**src/rtl/mcs_io_pkg.sv**
```systemverilog
// Shared types and constants for the MCS IO-bus slave: FSM states, local offsets,
// external window bounds and the read-error pattern.
package mcs_io_pkg;

    typedef enum logic [1:0] {
        ST_IDLE  = 2'd0,
        ST_LOCAL = 2'd1,
        ST_EXT   = 2'd2,
        ST_RESP  = 2'd3
    } state_t;

    localparam logic [15:0] OFF_ID      = 16'h0000;
    localparam logic [15:0] OFF_SCRATCH = 16'h0004;
    localparam logic [15:0] OFF_ERRCNT  = 16'h0008;
    localparam logic [15:0] OFF_ERRADDR = 16'h000C;
    localparam logic [15:0] EXT_LO      = 16'h1000;
    localparam logic [15:0] EXT_HI      = 16'h1FFF;

    localparam logic [31:0] DEADBEEF    = 32'hDEAD_BEEF;

    function automatic logic [31:0] be_merge(input logic [31:0] old_v,
                                             input logic [31:0] new_v,
                                             input logic [3:0]  be);
        logic [31:0] res;
        res = old_v;
        for (int b = 0; b < 4; b++)
            if (be[b]) res[8*b +: 8] = new_v[8*b +: 8];
        return res;
    endfunction

endpackage

```
**src/rtl/mcs_io_timeout.sv**
```systemverilog
// Wait-cycle counter for external accesses; o_expire flags the last allowed cycle.
module mcs_io_timeout #(
    parameter int unsigned C_TIMEOUT = 255
) (
    input  logic i_clk,
    input  logic i_rst,
    input  logic i_load,
    input  logic i_run,
    output logic o_expire
);

    localparam logic [15:0] C_LAST = 16'(C_TIMEOUT - 1);

    logic [15:0] r_cnt;

    // Counter holds at the last value so o_expire stays a clean level until reload.
    always_ff @(posedge i_clk) begin
        if (i_rst)
            r_cnt <= '0;
        else if (i_load)
            r_cnt <= '0;
        else if (i_run && !o_expire)
            r_cnt <= r_cnt + 16'd1;
    end

    assign o_expire = (r_cnt == C_LAST);

endmodule

```
**src/rtl/mcs_io_slave.sv**
```systemverilog
// MicroBlaze MCS IO-bus slave: local ID/scratch/error registers plus a forwarded,
// timeout-bounded register port toward the SATA link/transport registers.
module mcs_io_slave
    import mcs_io_pkg::*;
#(
    parameter logic [31:0] C_BASE    = 32'hC000_0000,
    parameter logic [31:0] C_ID      = 32'h5341_0100,
    parameter int unsigned C_TIMEOUT = 255
) (
    input  logic        Clk,
    input  logic        Reset,
    input  logic        IO_Addr_Strobe,
    input  logic        IO_Read_Strobe,
    input  logic        IO_Write_Strobe,
    input  logic [31:0] IO_Address,
    input  logic [3:0]  IO_Byte_Enable,
    input  logic [31:0] IO_Write_Data,
    output logic [31:0] IO_Read_Data,
    output logic        IO_Ready,
    output logic        reg_req,
    output logic        reg_we,
    output logic [9:0]  reg_addr,
    output logic [3:0]  reg_be,
    output logic [31:0] reg_wdata,
    input  logic        reg_ack,
    input  logic [31:0] reg_rdata,
    output logic        err_irq
);

    state_t      r_state, w_next;

    logic        r_ready;
    logic [31:0] r_rdata;
    logic        r_req;
    logic        r_we;
    logic [9:0]  r_addr;
    logic [3:0]  r_be;
    logic [31:0] r_wdata;
    logic [31:0] r_acc_addr;
    logic [31:0] r_scratch;
    logic [15:0] r_errcnt;
    logic [31:0] r_erraddr;

    logic [15:0] w_off;
    logic        w_in_win, w_ext, w_hit, w_we;
    logic        w_accept, w_ack, w_expire, w_tmo;
    logic        w_err, w_cnt_clr;
    logic [31:0] w_err_addr;
    logic [31:0] w_local_rd;
    logic        w_unused;

    // Read strobe is implied: anything that is not a write is a read.
    assign w_unused = IO_Read_Strobe;

    assign w_off    = IO_Address[15:0];
    assign w_in_win = (IO_Address[31:16] == C_BASE[31:16]);
    assign w_ext    = w_in_win && (w_off >= EXT_LO) && (w_off <= EXT_HI);
    assign w_hit    = w_in_win && ((w_off == OFF_ID) || (w_off == OFF_SCRATCH) ||
                                   (w_off == OFF_ERRCNT) || (w_off == OFF_ERRADDR));
    assign w_we     = IO_Write_Strobe;

    assign w_accept = (r_state == ST_IDLE) && IO_Addr_Strobe;
    assign w_ack    = (r_state == ST_EXT) && reg_ack;
    assign w_tmo    = (r_state == ST_EXT) && !reg_ack && w_expire;

    assign w_cnt_clr  = w_accept && w_we && w_in_win && (w_off == OFF_ERRCNT);
    assign w_err      = (w_accept && !w_ext && !w_hit) || w_tmo;
    assign w_err_addr = w_tmo ? r_acc_addr : IO_Address;

    always_comb begin
        w_local_rd = '0;
        if (w_hit) begin
            case (w_off)
                OFF_ID:      w_local_rd = C_ID;
                OFF_SCRATCH: w_local_rd = r_scratch;
                OFF_ERRCNT:  w_local_rd = {16'h0000, r_errcnt};
                OFF_ERRADDR: w_local_rd = r_erraddr;
                default:     w_local_rd = '0;
            endcase
        end
    end

    always_ff @(posedge Clk) begin
        if (Reset)
            r_state <= ST_IDLE;
        else
            r_state <= w_next;
    end

    always_comb begin
        w_next = r_state;
        case (r_state)
            ST_IDLE:  if (IO_Addr_Strobe) w_next = w_ext ? ST_EXT : ST_LOCAL;
            ST_LOCAL: w_next = ST_IDLE;
            ST_EXT:   if (reg_ack || w_expire) w_next = ST_RESP;
            ST_RESP:  w_next = ST_IDLE;
            default:  w_next = ST_IDLE;
        endcase
    end

    mcs_io_timeout #(.C_TIMEOUT(C_TIMEOUT)) u_timeout (
        .i_clk    (Clk),
        .i_rst    (Reset),
        .i_load   (w_accept && w_ext),
        .i_run    (r_state == ST_EXT),
        .o_expire (w_expire)
    );

    // Ready and read data are single-cycle pulses; data is forced to 0 otherwise.
    always_ff @(posedge Clk) begin
        if (Reset) begin
            r_ready    <= 1'b0;
            r_rdata    <= '0;
            r_req      <= 1'b0;
            r_we       <= 1'b0;
            r_addr     <= '0;
            r_be       <= '0;
            r_wdata    <= '0;
            r_acc_addr <= '0;
        end else begin
            r_ready <= 1'b0;
            r_rdata <= '0;
            if (w_accept) begin
                if (w_ext) begin
                    r_req      <= 1'b1;
                    r_we       <= w_we;
                    r_addr     <= IO_Address[11:2];
                    r_be       <= IO_Byte_Enable;
                    r_wdata    <= IO_Write_Data;
                    r_acc_addr <= IO_Address;
                end else begin
                    r_ready <= 1'b1;
                    if (!w_we) r_rdata <= w_local_rd;
                end
            end
            if (w_ack) begin
                r_req   <= 1'b0;
                r_ready <= 1'b1;
                if (!r_we) r_rdata <= reg_rdata;
            end
            if (w_tmo) begin
                r_req   <= 1'b0;
                r_ready <= 1'b1;
                if (!r_we) r_rdata <= DEADBEEF;
            end
        end
    end

    always_ff @(posedge Clk) begin
        if (Reset)
            r_scratch <= '0;
        else if (w_accept && w_we && w_in_win && (w_off == OFF_SCRATCH))
            r_scratch <= be_merge(r_scratch, IO_Write_Data, IO_Byte_Enable);
    end

    // A clear-write and an error never share a cycle: only one access is in flight.
    always_ff @(posedge Clk) begin
        if (Reset) begin
            r_errcnt  <= '0;
            r_erraddr <= '0;
        end else if (w_err) begin
            if (r_errcnt != 16'hFFFF) r_errcnt <= r_errcnt + 16'd1;
            r_erraddr <= w_err_addr;
        end else if (w_cnt_clr) begin
            r_errcnt <= '0;
        end
    end

    assign IO_Ready     = r_ready;
    assign IO_Read_Data = r_rdata;
    assign reg_req      = r_req;
    assign reg_we       = r_we;
    assign reg_addr     = r_addr;
    assign reg_be       = r_be;
    assign reg_wdata    = r_wdata;
    assign err_irq      = (r_errcnt != 16'h0000);

endmodule

```
**config.mk**
```make
export PLATFORM = sky130hd
export DESIGN_NAME = mcs_io_slave
export DESIGN_NICKNAME = d
export VERILOG_FILES = /design/src/rtl/mcs_io_pkg.sv /design/src/rtl/mcs_io_timeout.sv /design/src/rtl/mcs_io_slave.sv
export SDC_FILE = /design/constraint.sdc
export NUM_CORES = 1
export LEC_CHECK = 0
export ABC_AREA = 1
export CAP_MARGIN = 10
export CORE_MARGIN = 2
export CORE_UTILIZATION = 35
export DETAILED_ROUTE_END_ITERATION = 7
export SLEW_MARGIN = 20
export SYNTH_ARGS = -nofsm -noshare
export SYNTH_HDL_FRONTEND = slang
export SYNTH_SLANG_ARGS = --single-unit
```
**constraint.sdc**
```tcl
create_clock -name Clk -period 3.8 [get_ports Clk]
set_input_delay 0.57 -clock Clk [delete_from_list [all_inputs] [get_ports Clk]]
set_output_delay 0.57 -clock Clk [all_outputs]
set_load 0.1 [all_outputs]
```
# [After elaboration in Yosys (flattened, before gate mapping)]
# Index checks and enable logic that the tools add are counted.
[op_classes] add_sub_neg=2 magnitude_cmp=2 eq_ne=12 n_mux=21 reduce_logical=38
[op_table] op="two-way mux 32 bit" count=9
[op_table] op="one-hot mux 32 bit (4 select lines)" count=1
[op_table] op="two-way mux 16 bit" count=3
[op_table] op="adder 16 x 1 -> 16 bit, second input constant" count=2
[op_table] op="== test 16 x 4 -> 1 bit, second input constant" count=2
[op_table] op="== test 16 bit, second input constant" count=1
[op_table] op="== test 16 x 3 -> 1 bit, second input constant" count=1
[op_table] op="== test 16 x 8 -> 1 bit, second input constant" count=1
[op_table] op="greater-or-equal comparator 16 x 13 -> 1 bit, second input constant" count=1
[op_table] op="<= comparator 16 x 13 -> 1 bit, second input constant" count=1
[op_table] op="logical NOT 16 bit" count=1
[op_table] op="inequality test 16 bit, second input constant" count=1
[op_table] op="nonzero test 16 bit" count=1
[op_table] op="logical AND 1 bit" count=15
[op_table] op="AND reduction 2 bit" count=7
[op_table] op="two-way mux 2 bit" count=3
[op_table] op="one-hot mux 2 bit (3 select lines)" count=1
[op_table] op="logical OR 1 bit" count=5
[op_table] op="== test 2 bit, second input constant" count=2
[op_table] op="logical NOT 1 bit" count=4
[op_table] op="two-way mux 1 bit" count=4
[op_table] op="inequality test 2 bit, second input constant" count=2
[op_table] op="OR reduction 2 bit" count=2
[op_table] op="OR reduction 3 bit" count=1
[op_table] op="other kinds (4)" count=4
[totals] reg_bits=211 input_bits=106 output_inout_bits=82 word_cells=91

# [Logic depth before layout (Yosys ltp)]
[depth] ltp_word=13 mapped_depth=13 depth_no_buf=13

# [Modules after synthesis]
# From an unflattened synthesis, not the netlist that was laid out.
[unflattened] hier_cells=1297 hier_area_um2=9202.6
[modules_own_cells] mod="mcs_io_slave" instances=1 cells_per_inst=1125 area_per_inst_um2=8111.5 seq_area_each_um2=3703.6
[modules_own_cells] mod="mcs_io_timeout" instances=1 cells_per_inst=172 area_per_inst_um2=1091.0 seq_area_each_um2=320.3

# [Worst setup path after synthesis]
# OpenSTA, ideal clock, no wires.
[synth_timing] path_kind="reg2out" start="register r_errcnt[0]" end="output err_irq" arrival_ns=1.582 t_required_ns=3.230 slack_ns=1.648 stages_incl_launch_ff=6 path_buffers=0 cell_sequence="dfxtp_1 > inv_1 > ha_1 > nand4_1 > nor4_1 > nand3_1"
[synth_between] elab_chain_cells=1
[synth_rtl] element="from (decl)" line_no="mcs_io_slave.sv:41" text="logic [15:0] r_errcnt;"
[synth_rtl] element="from (signal assigned)" line_no="mcs_io_slave.sv:162" text="if (r_errcnt != 16'hFFFF) r_errcnt <= r_errcnt + 16'd1;"
[synth_rtl] element="nonzero test 16 bit" line_no="mcs_io_slave.sv:176" text="assign err_irq = (r_errcnt != 16'h0000);"
[synth_rtl] element="to (decl)" line_no="mcs_io_slave.sv:27" text="output logic err_irq"
# No other way between the ends.

# [Worst setup path in the final report]
# Same ends and word-level chain as after synthesis.

==> flow_summary_export.csv <==
group,metric,value,unit
outcome,status,"complete, no violations",
clock_tree,h-tree-depth,1,
floorplanning,initial_core_util,0.358,
setup_path,cpMaxStageDelayCell,"clkdlybuf4s50_1",
routing,wirelength,27700,um
synth,syn_area_per_cell,7.14,um^2
place,place.port_buffers,186,
routing,dr_wl_met3,1610,um
routing,ant_nets,0,
synth,postSynthCellCount,1271,
routing,dr_wl_met2,13400,um
clock_tree,insertion_delay,0.51,ns
timing,worst_pin_slew,1.06,ns
floorplanning,ios,188,
layout,syn2layout_area_growth,30.6,%
routing,top_layer,"met5",
synth,yosys-top-cells-area,"dfxtp_1 44%, nand2_1 11%, a21oi_1 9.4%",
setup_path,start_kind,"flip-flop",
pwr,p_leak,4.21,nW
setup_path,critPathRequiredTime,3.23,ns
place,place_hpwl,19400,um
timing,skew,0.00947,ns
routing,viasPerCell,4.98,
floorplanning,rows,58,
setup_path,crit_buf_inv,2,
pwr,ir_drop,0.000263,V
setup_path,critical_path_class,"reg -> out",
timing,max-slew-margin-rel,0.288,
setup_path,crit_fanout,5,
clock_tree,cts-hold-fix-buffers,0,
clock_tree,root_buffer,"clkbuf_16",
synth,synth.top_cell.area_share,0.444,
synth,synthesis.area,0.00907,mm^2
clock_tree,post_cts_buffers,0,
layout,nets,1520,
synth,synth.distinct_cells,37,
clock_tree,numCtsBuffers,24,
routing,drt-pass1-iter-count,5,
global_route,grt_start_max_net_pins,99,
setup_path,crit_chain,"inv_1 -> ha_1 -> nand4_1 -> nor4_1 -> nand3_1 -> clkdlybuf4s50_1",
routing,wl_per_cell,15.8,um
global_route,antenna_found_initial,1,
pwr,p_per_area,409,mW/mm^2
timing,holdWs,0.436,ns
timing,drv_slew,0,
layout,antennaDiodeCount,0,
timing,fin_setup_tns,0,ns
synth,ys.flop_type,"dfxtp_1",
routing,drc,0,
floorplanning,fp.dieW,165,um
timing,fin_crit,3.15,ns
timing,hold_violations,0,
clock_tree,clockBufferDepth,3,
timing,min_period_over_period,0.828,
synth,seq_area_frac_synth,0.444,
floorplanning,die_area,0.0272,mm^2
place,dp_slack,0.829,ns
layout,drive_gt1_frac,0.0645,
global_route,grtUsageTotal,0.197,
global_route,grt_overflow,0,
timing,fmax,0.318,GHz
setup_path,worstPathArrival,2.58,ns
timing,worst_slack,0.652,ns
floorplanning,core,0.0253,mm^2
timing,finalSetupViolCount,0,
floorplanning,die_y,165,um
routing,via_count,8754,
clock_tree,cts_num_sinks,201,
synth,synth_seq_cells,201,
routing,drt_iter0_drc,607,
run,maxCapViolations,0,
setup_path,rrSetupSlack,1.45,ns
global_route,grt_pass1_wl,42900,um
layout,fill_cells,2567,
synth,synth_edf_count,0,
setup_path,crit_path_max_incr_delay,1.00,ns
synth,synth_warnings,0,
place,gp_congestion,0.917,
global_route,grt_pass1_vias,8303,
clock_tree,cts-resized-gates,0,
synth,syn_nets,1381,
routing,met1_length,12000,um
clock_tree,cts_tree,"done",
setup_path,crit_family,"buffers and inverters",
setup_path,worst_setup_path_end_kind,"output pin",
clock_tree,path_clk_slew,0.06,ns
timing,rsz0062_at_grt,"no",
min_path,hold_path_class,"reg -> reg",
synth,async_flop_share,0,
synth,yosys.area.top_type,"dfxtp_1",
## final cells by class
cell class | count | area [um^2] | share of cell area
well taps | 330 | 413 | 0.0348
multi-input cells | 891 | 4280 | 0.361
inverters | 91 | 342 | 0.0288
clock buffers | 30 | 674 | 0.0569
flip-flops and latches | 201 | 4020 | 0.340
clock inverters | 13 | 151 | 0.0128
repair buffers | 201 | 1970 | 0.166
## state kept, by name (all words and copies together), names as in the netlist
name,cells
r_state,2
reg_wdata,32
reg_we,1
IO_Ready,1
reg_be,4
r_acc_addr,23
reg_req,1
r_scratch,32
r_errcnt,16
u_timeout.r_cnt,16
r_erraddr,32
reg_addr,9
IO_Read_Data,32
## report_power, final
part | internal, W | leakage [nW] | total (W) | switching [W]
sequential | 0.00213 | 1.62 | 0.00215 | 0.0000160
clock | 0.00146 | 0.403 | 0.00238 | 0.000920
combinational | 0.000143 | 2.18 | 0.000313 | 0.000170
## through the flow
stage               utilization  power, W  cells  area (um^2)
finish                    0.468   0.00484   1757        11900
global route              0.468   0.00502   1757        11900
CTS                       0.468   0.00490   1757        11900
detailed placement        0.435   0.00251   1714        11000
global placement          0.435   0.00251   1714        11000
floorplan                     -   0.00234   1271         9070
## tightest hold or removal path, delay by kind of cell (launching register included)
family	cells	cell delay, ns
buffers and inverters	1	0.05
flip-flops	1	0.29
AND/OR/NAND/NOR	1	0.04
## Yosys cell counts (3+ instances only)
| cell | n |
|---|---|
| xor2_1 | 15 |
| dfxtp_1 | 201 |
| buf_2 | 32 |
| inv_1 | 80 |
| nor3_1 | 24 |
| a21oi_1 | 170 |
| a22o_1 | 10 |
| nand2_2 | 6 |
| o21ai_0 | 49 |
| o21ai_1 | 32 |
| nand4_1 | 8 |
| o211ai_1 | 19 |
| ha_1 | 4 |
| buf_4 | 11 |
| buf_6 | 5 |
| inv_2 | 11 |
| nor2_1 | 130 |
| nand2_1 | 277 |
| buf_1 | 3 |
| nand3_1 | 114 |
| nand3b_1 | 4 |
| nor2_2 | 4 |
| nor4_1 | 7 |
| clkbuf_1 | 37 |
## final timing paths
path,startpoint,cells after the start,to
worst max-delay path,r_errcnt[0],6,err_irq
worst min-delay path,r_acc_addr[29],2,r_acc_addr[29]
worst max register to register,u_timeout.r_cnt[0],9,r_erraddr[14]
worst min register to register,r_acc_addr[29],2,r_acc_addr[29]
## placed cells by master, fill, tap and decap left out, types with 6 or more instances in the layout
cell,instances
o21ai_0,49
a22o_1,10
o211ai_1,19
nor4_1,7
xor2_1,15
dfxtp_1,201
buf_4,16
clkbuf_16,25
a21oi_1,170
inv_2,11
nand3_1,114
o21ai_1,32
clkinv_2,6
nand2_1,277
clkdlybuf4s50_1,185
nor2_1,128
nor2_2,6
inv_1,80
nand2_2,6
nand4_1,8
nor3_1,23
## cells by family after synthesis
logic type | Yosys count | share of synthesized area
fa+ha+maj | 4 | 0.00552
flops | 201 | 0.444
xor+xnor | 16 | 0.0154
buf+inv | 179 | 0.0872
simple gates | 589 | 0.283
compound gates | 282 | 0.166
## per-layer routing
layer / up-vias / GRT usage
li1: 4459 / -
met1: 4057 / 0.246
met2: 192 / 0.337
met3: 44 / 0.0465
met4: 2 / 0.0597
met5: - / 0
Power figures use the tool's default switching activity.
